$ cat src/rtl/lsu_mem_ctrl_pkg.sv
// Shared encodings for the load/store unit: access sizes and controller states.
package lsu_pkg;

  typedef enum logic [1:0] {
    SIZE_BYTE = 2'b00,
    SIZE_HALF = 2'b01,
    SIZE_WORD = 2'b10,
    SIZE_BAD  = 2'b11
  } size_t;

  typedef enum logic [1:0] {
    IDLE  = 2'b00,
    LOAD  = 2'b01,
    MERGE = 2'b10
  } state_t;

endpackage

$ cat src/rtl/lsu_mem_ctrl_if.sv
// Request/response handshake between the execute stage (master) and the LSU (slave).
interface lsu_mem_ctrl_if;

  logic        req_valid;
  logic        req_ready;
  logic        mem_read;
  logic        mem_write;
  logic [1:0]  size;
  logic        is_unsigned;
  logic [31:0] addr;
  logic [31:0] wdata;
  logic        resp_valid;
  logic        resp_err;
  logic [31:0] rdata;

  modport master (
    output req_valid, mem_read, mem_write, size, is_unsigned, addr, wdata,
    input  req_ready, resp_valid, resp_err, rdata
  );

  modport slave (
    input  req_valid, mem_read, mem_write, size, is_unsigned, addr, wdata,
    output req_ready, resp_valid, resp_err, rdata
  );

endinterface

$ cat src/rtl/lsu_mem_ctrl_byte_lane.sv
// Little-endian lane extraction (with sign/zero extension) and lane merge for
// sub-word accesses; shared by the load and read-modify-write paths.
module lsu_byte_lane
  import lsu_pkg::*;
(
  input  logic [31:0] word,
  input  logic [1:0]  off,
  input  size_t       size,
  input  logic        uns,
  input  logic [31:0] new_data,
  output logic [31:0] extracted,
  output logic [31:0] merged
);

  logic [4:0]  lane_sh;
  logic [31:0] shifted;
  logic [31:0] lane_mask;

  assign lane_sh = {off, 3'b000};
  assign shifted = word >> lane_sh;

  always_comb begin
    extracted = shifted;
    case (size)
      SIZE_BYTE: extracted = {{24{shifted[7] & ~uns}}, shifted[7:0]};
      SIZE_HALF: extracted = {{16{shifted[15] & ~uns}}, shifted[15:0]};
      default:   extracted = shifted;
    endcase
  end

  // Word accesses are always aligned, so the shift is zero and the full mask replaces everything.
  always_comb begin
    lane_mask = 32'hFFFF_FFFF;
    case (size)
      SIZE_BYTE: lane_mask = 32'h0000_00FF << lane_sh;
      SIZE_HALF: lane_mask = 32'h0000_FFFF << lane_sh;
      default:   lane_mask = 32'hFFFF_FFFF;
    endcase
    merged = (word & ~lane_mask) | ((new_data << lane_sh) & lane_mask);
  end

endmodule

$ cat src/rtl/lsu_mem_ctrl.sv
// Load/store initiator for a 1-cycle synchronous data RAM: direct word stores,
// read-modify-write sub-word stores, extended loads, and error screening.
module lsu_mem_ctrl
  import lsu_pkg::*;
#(
  parameter int ADDR_W      = 14,
  parameter bit CHECK_RANGE = 1'b1
)(
  input  logic              clock,
  input  logic              rst_n,
  lsu_mem_ctrl_if.slave     bus,
  output logic              ram_we,
  output logic [ADDR_W-1:0] ram_addr,
  output logic [31:0]       ram_din,
  input  logic [31:0]       ram_dout
);

  state_t              state;
  state_t              state_next;
  size_t               req_size;
  logic                accept;
  logic                range_err;
  logic                align_err;
  logic                req_err;
  logic                word_store;
  logic [ADDR_W-1:0]   lat_word;
  logic [1:0]          lat_off;
  size_t               lat_size;
  logic                lat_uns;
  logic [31:0]         lat_wdata;
  logic [31:0]         extracted;
  logic [31:0]         merged;

  assign req_size   = size_t'(bus.size);
  assign accept     = (state == IDLE) & bus.req_valid & (bus.mem_read | bus.mem_write);
  assign range_err  = CHECK_RANGE && ((bus.addr >> (ADDR_W + 2)) != 32'd0);
  assign align_err  = ((req_size == SIZE_HALF) && bus.addr[0]) ||
                      ((req_size == SIZE_WORD) && (bus.addr[1:0] != 2'b00));
  // Asking for a read and a write at once is accepted but answered with an error.
  assign req_err    = (bus.mem_read & bus.mem_write) | (req_size == SIZE_BAD) | align_err | range_err;
  assign word_store = bus.mem_write & (req_size == SIZE_WORD);

  lsu_byte_lane u_lane (
    .word      (ram_dout),
    .off       (lat_off),
    .size      (lat_size),
    .uns       (lat_uns),
    .new_data  (lat_wdata),
    .extracted (extracted),
    .merged    (merged)
  );

  always_ff @(posedge clock or negedge rst_n) begin
    if (!rst_n) state <= IDLE;
    else        state <= state_next;
  end

  always_comb begin
    state_next = IDLE;
    if (accept && !req_err) begin
      if (bus.mem_read)     state_next = LOAD;
      else if (!word_store) state_next = MERGE;
    end
  end

  // The whole RAM-facing side is forced to zero while reset is held, which kills a write mid-MERGE.
  always_comb begin
    bus.req_ready = rst_n & (state == IDLE);
    ram_we        = 1'b0;
    ram_addr      = lat_word;
    ram_din       = merged;
    case (state)
      IDLE: begin
        ram_addr = bus.addr[ADDR_W+1:2];
        ram_din  = bus.wdata;
        ram_we   = accept & ~req_err & word_store;
      end
      MERGE:   ram_we = 1'b1;
      default: ram_we = 1'b0;
    endcase
    if (!rst_n) begin
      ram_we   = 1'b0;
      ram_addr = '0;
      ram_din  = '0;
    end
  end

  always_ff @(posedge clock or negedge rst_n) begin
    if (!rst_n) begin
      bus.resp_valid <= 1'b0;
      bus.resp_err   <= 1'b0;
      bus.rdata      <= '0;
      lat_word       <= '0;
      lat_off        <= '0;
      lat_size       <= SIZE_BYTE;
      lat_uns        <= 1'b0;
      lat_wdata      <= '0;
    end else begin
      bus.resp_valid <= 1'b0;
      bus.resp_err   <= 1'b0;
      bus.rdata      <= '0;
      if (accept) begin
        lat_word  <= bus.addr[ADDR_W+1:2];
        lat_off   <= bus.addr[1:0];
        lat_size  <= req_size;
        lat_uns   <= bus.is_unsigned;
        lat_wdata <= bus.wdata;
      end
      case (state)
        IDLE: begin
          if (accept && (req_err || word_store)) begin
            bus.resp_valid <= 1'b1;
            bus.resp_err   <= req_err;
          end
        end
        LOAD: begin
          bus.resp_valid <= 1'b1;
          bus.rdata      <= extracted;
        end
        MERGE:   bus.resp_valid <= 1'b1;
        default: bus.resp_valid <= 1'b0;
      endcase
    end
  end

endmodule

$ cat src/flat_wrapper.sv
// flat-port wrapper written by rule: the top's interface ports become plain ports
module lsu_mem_ctrl_flat import lsu_pkg::*;
#(
  parameter int ADDR_W      = 14,
  parameter bit CHECK_RANGE = 1'b1
)
  (clock, rst_n, ram_we, ram_addr, ram_din, ram_dout, bus_req_valid, bus_mem_read, bus_mem_write, bus_size, bus_is_unsigned, bus_addr, bus_wdata, bus_req_ready, bus_resp_valid, bus_resp_err, bus_rdata);
  lsu_mem_ctrl_if bus_i ();
  input  logic clock;
  input  logic rst_n;
  output logic ram_we;
  output logic [ADDR_W-1:0] ram_addr;
  output logic [31:0] ram_din;
  input  logic [31:0] ram_dout;
  input wire logic [$bits(bus_i.req_valid)-1:0] bus_req_valid;
  input wire logic [$bits(bus_i.mem_read)-1:0] bus_mem_read;
  input wire logic [$bits(bus_i.mem_write)-1:0] bus_mem_write;
  input wire logic [$bits(bus_i.size)-1:0] bus_size;
  input wire logic [$bits(bus_i.is_unsigned)-1:0] bus_is_unsigned;
  input wire logic [$bits(bus_i.addr)-1:0] bus_addr;
  input wire logic [$bits(bus_i.wdata)-1:0] bus_wdata;
  output wire logic [$bits(bus_i.req_ready)-1:0] bus_req_ready;
  output wire logic [$bits(bus_i.resp_valid)-1:0] bus_resp_valid;
  output wire logic [$bits(bus_i.resp_err)-1:0] bus_resp_err;
  output wire logic [$bits(bus_i.rdata)-1:0] bus_rdata;
  assign bus_i.req_valid = bus_req_valid;
  assign bus_i.mem_read = bus_mem_read;
  assign bus_i.mem_write = bus_mem_write;
  assign bus_i.size = bus_size;
  assign bus_i.is_unsigned = bus_is_unsigned;
  assign bus_i.addr = bus_addr;
  assign bus_i.wdata = bus_wdata;
  assign bus_req_ready = bus_i.req_ready;
  assign bus_resp_valid = bus_i.resp_valid;
  assign bus_resp_err = bus_i.resp_err;
  assign bus_rdata = bus_i.rdata;
  lsu_mem_ctrl #(.ADDR_W(ADDR_W), .CHECK_RANGE(CHECK_RANGE)) u_core (.clock(clock), .rst_n(rst_n), .bus(bus_i), .ram_we(ram_we), .ram_addr(ram_addr), .ram_din(ram_din), .ram_dout(ram_dout));
endmodule
$ cat config.mk
export PLATFORM = sky130hd
export DESIGN_NAME = lsu_mem_ctrl_flat
export DESIGN_NICKNAME = d
export VERILOG_FILES = /design/src/rtl/lsu_mem_ctrl_pkg.sv /design/src/rtl/lsu_mem_ctrl_if.sv /design/src/rtl/lsu_mem_ctrl_byte_lane.sv /design/src/rtl/lsu_mem_ctrl.sv /design/src/flat_wrapper.sv
export SDC_FILE = /design/constraint.sdc
export NUM_CORES = 1
export LEC_CHECK = 0
export CAP_MARGIN = 20
export CORE_ASPECT_RATIO = 0.8
export CORE_MARGIN = 3
export CORE_UTILIZATION = 47
export CTS_BUF_LIST = sky130_fd_sc_hd__clkbuf_2
export CTS_CLUSTER_SIZE = 28
export DETAILED_ROUTE_END_ITERATION = 12
export PLACE_DENSITY = 0.82
export SLEW_MARGIN = 20
export SYNTH_ARGS = -nofsm -noshare
export SYNTH_HDL_FRONTEND = slang
export SYNTH_SLANG_ARGS = --single-unit
$ cat constraint.sdc
create_clock -name clock -period 2.45 [get_ports clock]
set_input_delay 0.6125 -clock clock [delete_from_list [all_inputs] [get_ports clock]]
set_output_delay 0.6125 -clock clock [all_outputs]
set_load 0.03 [all_outputs]
# [Word-level counts from Yosys, hierarchy flattened]
# Cells that the tools add are included.
[word_totals] reg_bits=87 latch_bits=0 ram_bits=0 rom_bits=0 in_bits=104 out_inout_bits=82 n_memories=0
[classes] n_addsub=0 mul=0 div_mod_pow=0 magnitude_cmp=0 eq_ne=6 shift=4 mux=16 n_bitwise=19 reduce_logical=12
[op_table] operator="$pmux 32 s2" count=2
[op_table] operator="$mux 32" count=3
[op_table] operator="$and 32x32->32" count=2
[op_table] operator="$not 32->32" count=1
[op_table] operator="$or 32x32->32" count=1
[op_table] operator="$reduce_bool 32->1" count=1
[op_table] operator="$shl 16x5->32 const A" count=1
[op_table] operator="$shl 32x5->32" count=1
[op_table] operator="$shl 8x5->32 const A" count=1
[op_table] operator="$shr 32x5->32" count=1
[op_table] operator="$mux 14" count=2
[op_table] operator="$and 1x1->1" count=9
[op_table] operator="$eq 2x1->1 const B" count=3
[op_table] operator="$eq 2x2->1 const B" count=3
[op_table] operator="$mux 2" count=3
[op_table] operator="$logic_and 1x1->1" count=4
[op_table] operator="$logic_not 2->1" count=2
[op_table] operator="$mux 1" count=4
[op_table] operator="$or 1x1->1" count=4
[op_table] operator="$pmux 1 s2" count=2
[op_table] operator="$logic_or 1x1->1" count=2
[op_table] operator="$not 1->1" count=2
[op_table] operator="$reduce_bool 2->1" count=1
[op_table] operator="$reduce_or 2->1" count=1
[op_table] operator="$logic_not 1->1" count=1

# [Longest topological paths before layout]
[depth] depth_word=10 ltp_mapped=7

# [By module]
# Synthesis repeated with hierarchy kept, for this count alone.
[hier_totals] cells_unflattened=521 hier_area_um2=5770.5
[modules_own_cells] mod="lsu_mem_ctrl" n_inst=1 cells_per_inst=311 area_each_um2=4031.4 seq_area_each_um2=2177.1
[modules_own_cells] mod="lsu_byte_lane" n_inst=1 cells_per_inst=210 area_each_um2=1739.2 seq_area_each_um2=0.0

# [Least setup slack after synthesis]
# OpenSTA, ideal clock, no wires.
[synth_path] kind="register -> output" from="register u_core.lat_off[1]" to="output port ram_din[23]" t_arrival_ns=1.899 required_time_ns=1.837 slack_ns=-0.062 stages_incl_launch_ff=7 path_buffers=2 cell_sequence="dfrtp_1 > buf_6 > nor2b_1 > buf_4 > nor3_4 > a211oi_1 > o31ai_1"
[synth_between] elab_chain_len=7 elab_cells_between_ends=10 cone_classes="shift (3); mux (3); bitwise (4)"
[synth_rtl] element="start, declared" line_no="lsu_mem_ctrl.sv:27" rtl="logic [1:0] lat_off;"
[synth_rtl] element="start signal, assigned" line_no="lsu_mem_ctrl.sv:104" rtl="lat_off <= bus.addr[1:0];"
[synth_rtl] element="$shl 16x5->32 or $shl 8x5->32 (tied branches)" line_no="lsu_mem_ctrl_byte_lane.sv:36, lsu_mem_ctrl_byte_lane.sv:35"
[synth_rtl] element="$pmux 32 s2" line_no="lsu_mem_ctrl_byte_lane.sv:34" rtl="case (size)"
[synth_rtl] element="$not 32->32" line_no="lsu_mem_ctrl_byte_lane.sv:39" rtl="merged = (word & ~lane_mask) | ((new_data << lane_sh) & lane_mask);"
[synth_rtl] element="$and 32x32->32" line_no="lsu_mem_ctrl_byte_lane.sv:39"
[synth_rtl] element="$or 32x32->32 (*)" line_no="lsu_mem_ctrl_byte_lane.sv:39"
[synth_rtl] element="$mux 32 (*)" line_no="lsu_mem_ctrl.sv:72" rtl="case (state)"
[synth_rtl] element="$mux 32 (*)" line_no="lsu_mem_ctrl.sv:81" rtl="if (!rst_n) begin"
[synth_rtl] element="end, declared" line_no="flat_wrapper.sv:13" rtl="output logic [31:0] ram_din;"
# Every way passes the cells marked *; elsewhere a longest branch is shown, timed or not.

# [Worst setup path in the final report]
[layout_path] from="register u_core.lat_off[0]" to="output port ram_din[22]"
# Same word-level chain as after synthesis.

==> results.cfg <==
[global_route]
grt_overflow_total = 0
antenna_found_initial = 0
grt_pass1_wl_um = 28300
grt_max_degree = 39
grt_util_all_layers_pct = 28.6
grt_pass1_vias = 5263

[timing]
worst_pin_slew_ns = 0.744
finalMaxSlewViolations = 0
setup_ws_ns = -0.527
rsz0062_at_grt = true
slew_headroom_pct = 50.2
finalCritPeriodShare_pct = 122
max_freq_mhz = 336
hold_viol_final = 0
finClkSkew_ns = 0.0405
finalSetupViolCount = 47
period_minus_slack_ns = 2.98

[synthesis]
synthCells = 519
synthFlopType = dfrtp_1
synth_edf_count = 0
synthMuxAreaShare_pct = 28.7
synth_compound_area_share_pct = 11.7
synth_top_area_cell = dfrtp_1
synth_nets = 627
yosysWarningCount = 0
yosys.area_share.xor_xnor_pct = 0
synth.distinct_cells = 39
syn_area_mm2 = 0.00531
synth-adder-area-share_pct = 0.943
synth_top_cell_area_share_pct = 41.0
async_flop_share_pct = 100
yosysSeqAreaShare_pct = 41.0
synth_top_family_by_area = multiplexers
avgSynthCellArea_um2 = 10.2
ys_top_cells_by_area = dfrtp_1, mux2i_1, mux2_2, o21ai_0, nand2_1
synth-seq-cells = 87
synth-simple-area-share_pct = 13.4

[floorplanning]
start_util_pct = 48.6
die_x_um = 125
coreArea_mm2 = 0.0109
die-area_mm2 = 0.0126
ios = 186
die_h_um = 101
num_rows = 34

[flow_run]
cap_violations = 0

[critical_path]
worstPathMaxFanout = 5
crit_start = u_core.lat_off[0]
reg2reg_slack_ns = 0.20
crit_arrival_ns = 2.36
critPathKind = reg2out
cp-end-kind = output port
endpoint = ram_din[22]
cp-start-kind = register
r2r-start = u_core.state[1]
reg2reg_to = u_core.lat_wdata[10]
rr_worst_depth = 10
required_ns = 1.84

[placement]
port_buffers = 185
gp_congestion = 0.949
dp.cells = 858
dp_hpwl_um = 12700

[pwr]
p_per_area_mw_per_mm2 = 479
fin_total_pwr_mw = 4.12
ir_worst_vdd_mv = 0.267
leakage_nw = 4.00

[clock_network]
cts.root.buffer_cell = clkbuf_2
cts.clk_slew.worst_paths_ns = 0.26
htreeDepth = 3
clkLatencyLatePin_ns = 0.60
clk_path_buf_depth = 2
clkSinkCount = 87
numCtsBuffers = 9
tritoncts = built

[hold_path]
hold_path_class = in2async

[cells_and_area]
num_antenna_cells = 0
drive_gt1_share_pct = 35.3
final_cells = 920
syn_to_final_growth_pct = 62.1
nNetsFinal = 879

[drt]
wl_per_cell_um = 22.6
route.detailed.drc = 0
vias = 5425
wl_um = 20800
drt_iter0_drc = 677
viasPerCell = 5.90
dr.pass1.iters = 5
ant_nets = 0

[run_status]
failed_checks = setup timing
status = finished with violations
-- registers in the layout, summed over array words and instances (netlist names) --
name and cells:
u_core.lat_word 14, u_core.lat_size 2, u_core.bus.resp_valid 1, u_core.state 2, u_core.lat_off 2, u_core.bus.resp_err 1
u_core.lat_wdata 32, u_core.bus.rdata 32, u_core.lat_uns 1
-- cell usage in the layout (no fill, tap or decap), types with 9 or more instances in the layout --
cell and count:
clkdlybuf4s50_1 134, buf_4 84, dfrtp_1 84, mux2i_1 74, mux2_2 57, nand2_1 44
nor2_1 34, o21ai_0 31, buf_6 26, nor2b_1 22, buf_12 18, and2_1 15
o21ai_1 9, clkbuf_2 9
-- cells in the mapped netlist (2+ instances only) --
master    count
mux2_2       57
mux2i_1      86
buf_6         4
nor2_1       39
and2_1       18
o31ai_1      10
a211oi_1      8
or2_2         3
buf_1         3
o21ai_2       2
o21ai_0      40
a21boi_0      7
ha_1          4
o211a_1       7
nand3b_1      2
a21oi_1      16
nor2b_1      23
clkbuf_1     12
nor2_2        2
dfrtp_1      87
buf_4         6
inv_1         4
buf_2        13
nor4_1        5
nand2_1      47
-- layout make-up --
class | instances | area, µm²
multi-input cells | 391 | 3230
clock inverters | 7 | 70.1
inverters | 4 | 15.0
repair buffers | 278 | 2890
clock buffers | 9 | 45.0
fillers | 605 | 2330
flip-flops and latches | 87 | 2180
well taps | 144 | 180
-- logic make-up after synthesis --
| kind of cell | Yosys count |
|---|---|
| AO/OA/AOI/OAI | 97 |
| adder cells (fa/ha/maj) | 4 |
| buffers and inverters | 42 |
| flip-flops | 87 |
| multiplexers | 144 |
| AND/OR/NAND/NOR | 145 |
-- stage by stage --
step	hold slack (ns)	setup TNS [ns]	utilization, %	cell area (µm²)	setup WS, ns
floorplan	0.317	-0.209	-	5330	-0.0521
global placement	0.459	-0.292	69.1	7550	-0.176
detailed placement	0.460	-0.593	69.1	7550	-0.212
CTS	0.00521	-14.17	75.7	8280	-0.505
global route	0.154	-22.33	78.7	8600	-0.626
finish	0.167	-18.67	78.7	8600	-0.527
-- worst min-delay path by stage --
stage                from                   end  slack [ns]
finish              rst_n    u_core.lat_word[0]        0.17
CTS                 rst_n  u_core.lat_wdata[20]       0.005
global route        rst_n    u_core.lat_word[0]        0.15
floorplan           rst_n   u_core.bus.rdata[0]        0.32
global placement    rst_n  u_core.lat_wdata[22]        0.46
detailed placement  rst_n     u_core.lat_off[1]        0.46
-- power by group --
part | leakage (nW) | internal (mW) | switching [mW]
Sequential | 1.09 | 1.55 | 0.127
Combinational | 2.83 | 0.862 | 0.796
Clock | 0.0725 | 0.238 | 0.544
Total | 4.00 | 2.65 | 1.47
-- worst max-delay path, cell delays in order (launching register included) --
cell	delay [ns]
dfrtp_2	0.50
buf_6	0.14
and3b_2	0.22
nor3_4	0.15
buf_6	0.14
a211oi_2	0.04
o31ai_2	0.31
buf_4	0.18
buf_6	0.12
-- layer usage --
metal	global-route usage, %	part of all wire, %	vias to the layer above
met5	0	0	-
met4	12.5	4.8	0
met3	7.15	10	94
met2	46.6	46	379
met1	36.6	39	2603
li1	-	-	2349
-- repair_timing --
item	in CTS	in global routing
buffers inserted	18	15
pin swaps	39	18
cloned	5	4
endpoints found under the hold margin	5	6
hold buffers	4	2
gates resized for setup	91	32
endpoints found under the setup margin	48	48
Note: power is estimated with default switching activity, not from simulation.
